[src/rtl/seg_scan_drv_pkg.sv]
// rtl/seg_scan_drv_pkg.sv - shared types and constants for the seven-segment scan driver
package seg_scan_drv_pkg;

  typedef enum logic {
    ST_GAP,
    ST_ON
  } state_t;

  typedef struct packed {
    logic [15:0] data;
    logic [3:0]  dp;
    logic [3:0]  blank;
  } frame_t;

  localparam logic [7:0] SEG_OFF = 8'hFF;
  localparam logic [3:0] AN_OFF  = 4'hF;

  // Active-low {g,f,e,d,c,b,a}, entry 15 first
  localparam logic [15:0][6:0] SEG_TABLE = {
    7'h0E, 7'h06, 7'h21, 7'h46, 7'h03, 7'h08, 7'h10, 7'h00,
    7'h78, 7'h02, 7'h12, 7'h19, 7'h30, 7'h24, 7'h79, 7'h40
  };

endpackage

[src/rtl/seg_scan_drv_hex7seg.sv]
// rtl/seg_scan_drv_hex7seg.sv - combinational hex digit to active-low segment decoder
module hex7seg
  import seg_scan_drv_pkg::*;
(
  input  logic [3:0] hex,
  output logic [6:0] seg
);

  assign seg = SEG_TABLE[hex];

endmodule

[src/rtl/seg_scan_drv.sv]
// rtl/seg_scan_drv.sv - four-digit multiplexed seven-segment scan driver with frame-synchronous update
module seg_scan_drv
  import seg_scan_drv_pkg::*;
#(
  parameter int DWELL = 50000,
  parameter int GAP   = 500
) (
  input  logic        clk,
  input  logic        rst,
  input  logic        load,
  input  logic [15:0] data,
  input  logic [3:0]  dp,
  input  logic [3:0]  blank,
  output logic        ready,
  output logic [3:0]  AN,
  output logic [7:0]  SEGMENT,
  output logic        frame_sync
);

  localparam int MAXC = (DWELL > GAP) ? DWELL : GAP;
  localparam int CW   = (MAXC > 1) ? $clog2(MAXC) : 1;
  localparam logic [CW-1:0] DWELL_LAST = CW'(DWELL - 1);
  localparam logic [CW-1:0] GAP_LAST   = (GAP > 0) ? CW'(GAP - 1) : '0;
  localparam state_t        SLOT_START = (GAP == 0) ? ST_ON : ST_GAP;

  state_t          state, state_n;
  logic [1:0]      d, d_n;
  logic [CW-1:0]   cnt, cnt_n;
  frame_t          pending, pending_n;
  frame_t          shadow, shadow_n;
  logic            ready_n;
  logic            boundary;
  logic [3:0]      hex;
  logic [6:0]      seg7;
  logic [3:0]      an_n;
  logic [7:0]      seg_n;
  logic            sync_n;

  always_comb begin
    state_n  = state;
    d_n      = d;
    cnt_n    = cnt + 1'b1;
    boundary = 1'b0;
    unique case (state)
      ST_GAP: begin
        if (cnt == GAP_LAST) begin
          state_n = ST_ON;
          cnt_n   = '0;
        end
      end
      ST_ON: begin
        if (cnt == DWELL_LAST) begin
          state_n  = SLOT_START;
          cnt_n    = '0;
          d_n      = d + 2'd1;
          boundary = (d == 2'd3);
        end
      end
    endcase
  end

  // A full pending frame drains only at the boundary; a boundary load with an
  // empty pending register is simply captured and waits for the next one.
  always_comb begin
    pending_n = (load && ready) ? {data, dp, blank} : pending;
    shadow_n  = (boundary && !ready) ? pending : shadow;
    ready_n   = ready ? !load : boundary;
  end

  assign hex = shadow_n.data[{d_n, 2'b00} +: 4];

  hex7seg u_hex7seg (
    .hex (hex),
    .seg (seg7)
  );

  // Outputs are decoded from next-state values so the registered pins line up
  // with the scan state rather than lagging it by a cycle.
  always_comb begin
    an_n  = AN_OFF;
    seg_n = SEG_OFF;
    if (state_n == ST_ON) begin
      an_n[d_n] = 1'b0;
      if (!shadow_n.blank[d_n]) begin
        seg_n = {~shadow_n.dp[d_n], seg7};
      end
    end
    sync_n = (state_n == ST_ON) && (d_n == 2'd3) && (cnt_n == DWELL_LAST);
  end

  always_ff @(posedge clk) begin
    if (rst) begin
      state      <= SLOT_START;
      d          <= 2'd0;
      cnt        <= '0;
      pending    <= '0;
      shadow     <= '0;
      ready      <= 1'b1;
      AN         <= AN_OFF;
      SEGMENT    <= SEG_OFF;
      frame_sync <= 1'b0;
    end else begin
      state      <= state_n;
      d          <= d_n;
      cnt        <= cnt_n;
      pending    <= pending_n;
      shadow     <= shadow_n;
      ready      <= ready_n;
      AN         <= an_n;
      SEGMENT    <= seg_n;
      frame_sync <= sync_n;
    end
  end

endmodule

[config.mk]
export PLATFORM = sky130hd
export DESIGN_NAME = seg_scan_drv
export DESIGN_NICKNAME = d
export VERILOG_FILES = /design/src/rtl/seg_scan_drv_pkg.sv /design/src/rtl/seg_scan_drv_hex7seg.sv /design/src/rtl/seg_scan_drv.sv
export SDC_FILE = /design/constraint.sdc
export NUM_CORES = 1
export LEC_CHECK = 0
export ABC_AREA = 1
export CORE_MARGIN = 1
export CORE_UTILIZATION = 63
export DETAILED_ROUTE_END_ITERATION = 7
export DONT_BUFFER_PORTS = 1
export PLACE_DENSITY = 0.79
export REMOVE_ABC_BUFFERS = 1
export SETUP_SLACK_MARGIN = 0.15
export SYNTH_ARGS = -nofsm -noshare
export SYNTH_HDL_FRONTEND = slang
export SYNTH_SLANG_ARGS = --single-unit
[constraint.sdc]
create_clock -name clk -period 3.63 [get_ports clk]
set_clock_uncertainty 0.2 [all_clocks]
set_input_delay 0.363 -clock clk [delete_from_list [all_inputs] [get_ports clk]]
set_output_delay 0.363 -clock clk [all_outputs]
set_load 0.005 [all_outputs]
==> impl_metrics.json <==
{
  "status": "complete, no violations",
  "die_y_um": 80.2,
  "grt_use_total_pct": 26.9,
  "coreArea_um2": 5920,
  "setup_tns_ps": 0,
  "p_leak_uw": 0.00181,
  "endpoint_kind": "register",
  "drtIter0Drc": 211,
  "synth_cells": 531,
  "htree_levels": 3,
  "die_w_um": 80.2,
  "clock_path_buffers": 2,
  "worstPathMaxFanout": 17,
  "setup_viol": 0,
  "antenna-diode-count": 0,
  "cts_tree": "done",
  "firstDrtPassIters": 5,
  "required_ps": 3670,
  "grt_pass1_vias": 3115,
  "root_buffer": "clkbuf_8",
  "critPathLaunch": "d[0]",
  "critPathLaunchType": "register",
  "io_buffers": 0,
  "synthFlopType": "dfxtp_1",
  "critical_path_class": "reg -> reg",
  "worst_setup_hold_path_clk_slew_ps": 80,
  "io_pins": 41,
  "drv_slew": 0,
  "most-common-layout-cells": "123 x nand2_1, 81 x dfxtp_1, 77 x nor2_1, 55 x inv_1, 33 x o21ai_0",
  "grt_pass1_wl_um": 13400,
  "cts_buffers": 9,
  "synth_area_per_cell_um2": 7.25,
  "overflow": 0,
  "vias": 3377,
  "min_period_over_period_pct": 85.6,
  "multi_input_area_um2": 1950,
  "start_util_pct": 65.0,
  "grt_max_degree": 39,
  "timing.fmax_mhz": 322,
  "vias_per_cell": 5.36,
  "rsz0062_at_grt": "no",
  "antenna_found_initial": 0,
  "regArea_um2": 1620,
  "layout_commonest_cell": "nand2_1",
  "min_from": "data[1]",
  "yosysSeqAreaShare_pct": 42.1,
  "wl_per_cell_um": 12.6,
  "hold_slack_ps": 4.22,
  "fin_area_um2": 4320,
  "arrival_ps": 3150,
  "r2r-start": "d[0]",
  "place.gp.congestion": 0.921,
  "clk_latency_ps": 360,
  "finalNetCount": 585,
  "die-area_um2": 6430,
  "clock_sinks": 81,
  "drcViolationCount": 0,
  "place_area_um2": 3910,
  "syn2layout_area_growth_pct": 12.1,
  "drt-total-wl_um": 7960,
  "yosysUniqueCellTypes": 34,
  "tightest_slew_ps": 687,
  "final_hold_viol_count": 0,
  "ys_warn_count": 0,
  "synth-seq-cells": 81,
  "drive_gt1_share_pct": 11.7,
  "fillers": 474,
  "place_hpwl_um": 5530,
  "rows": 28,
  "min_path_type": "in -> reg",
  "ant_nets": 0,
  "layout_min_cycle_time_ps": 3110,
  "powerDensity_nw_per_um2": 389,
  "maxSlewHeadroom_pct": 54.1,
  "synth_edf_count": 0,
  "ir_drop_uv": 355,
  "syn_area_um2": 3850,
  "async_flop_share_pct": 0,
  "drv_cap": 0
}
[registers in the layout, summed over array words and instances, names as in the netlist]
register and flops:
SEGMENT 8, ready 1, d 2, AN 4, shadow 24, frame_sync 1, pending 24, cnt 16
state 1
[per-layer routing]
metal  routed length [um]  GRT usage, %  up-vias  part of all wire, %
met3                  336          4.89       20                  4.2
met2                 3600          42.9       94                   45
met5                    0             0        -                    0
met1                 3780          33.8     1522                   48
li1                     -             -     1741                    -
met4                  245          16.1        0                  3.1
[metrics by stage]
step                total power (uW)  setup WS (ps)  std cells  util [%]
floorplan                        985            475        517         -
global placement                 998            707        595      66.0
detailed placement              1000            565        595      66.0
CTS                             1690            536        630      72.9
global route                    1740            168        630      72.9
finish                          1680            522        630      72.9
[Yosys cell counts, types with 2 or more instances]
library cell  count  share of area, %
o211ai_1          3              0.58
nor2_4            9               2.6
xor2_1            3              0.68
nand2_2          13               2.1
nand2_1         123                12
nand3_2           4               1.0
nor2_2            5              0.81
or2_2             2              0.32
nor3_1            9               1.2
mux2i_1           2              0.52
dfxtp_1          81                42
nand4_1          21               3.4
a21oi_1          20               2.6
ha_1              8               2.6
nand3_1          26               3.4
inv_1            55               5.4
clkinv_1          3              0.29
clkbuf_1          9              0.88
nor2_1           77               7.5
o21a_1            2              0.39
o21ai_1           2              0.26
nand2_4           6               1.8
inv_2             2              0.20
o21ai_0          33               4.3
buf_2             4              0.52
[cell families after synthesis]
group / Yosys count / share of synthesized area [%]
XOR/XNOR: 4 / 0.910
buffers and inverters: 74 / 7.34
AO/OA/AOI/OAI: 64 / 9.00
flip-flops: 81 / 42.1
multiplexers: 2 / 0.520
adder cells (fa/ha/maj): 8 / 2.60
AND/OR/NAND/NOR: 298 / 37.5
[power by group]
part | switching (uW) | leakage [uW] | internal (uW)
clock network | 321 | 0.000103 | 356
logic | 44.5 | 0.00105 | 33.9
registers | 12.8 | 0.000659 | 912
[path summary, 6_finish.rpt]
kind | end | slack (ps) | depth (start not counted)
worst max-delay path | SEGMENT[0] | 520 | 13
worst min-delay path | pending[9] | 4 | 2
worst max register to register | SEGMENT[0] | 520 | 13
worst min register to register | pending[6] | 260 | 2
[layout make-up]
| cell class | instances | share of cell area (%) |
|---|---|---|
| clock buffers | 12 | 3.59 |
| clock inverters | 4 | 1.19 |
| inverters | 60 | 5.22 |
| multi-input cells | 376 | 45.1 |
| flip-flops and latches | 81 | 37.6 |
| well taps | 75 | 2.17 |
| repair buffers | 22 | 5.16 |
[critical path: stages, from the launching register on]
cell	delay [ps]
dfxtp_1	390
ha_1	170
inv_1	50
nor2_2	300
nand4_1	570
o21ai_0	460
nand2_1	90
nand2_1	110
nor2_4	60
ha_1	220
inv_1	100
nand3_1	110
nand3_1	110
nand3_1	70
[what timing repair did]
item                                    4_1_cts  5_1_grt
gates resized for setup                       0        0
endpoints found under the setup margin        0        0
hold buffers                                 19        0
hold endpoints to repair                     59        0
setup buffers                                 0        0
Note: power is estimated with default switching activity, not from simulation.
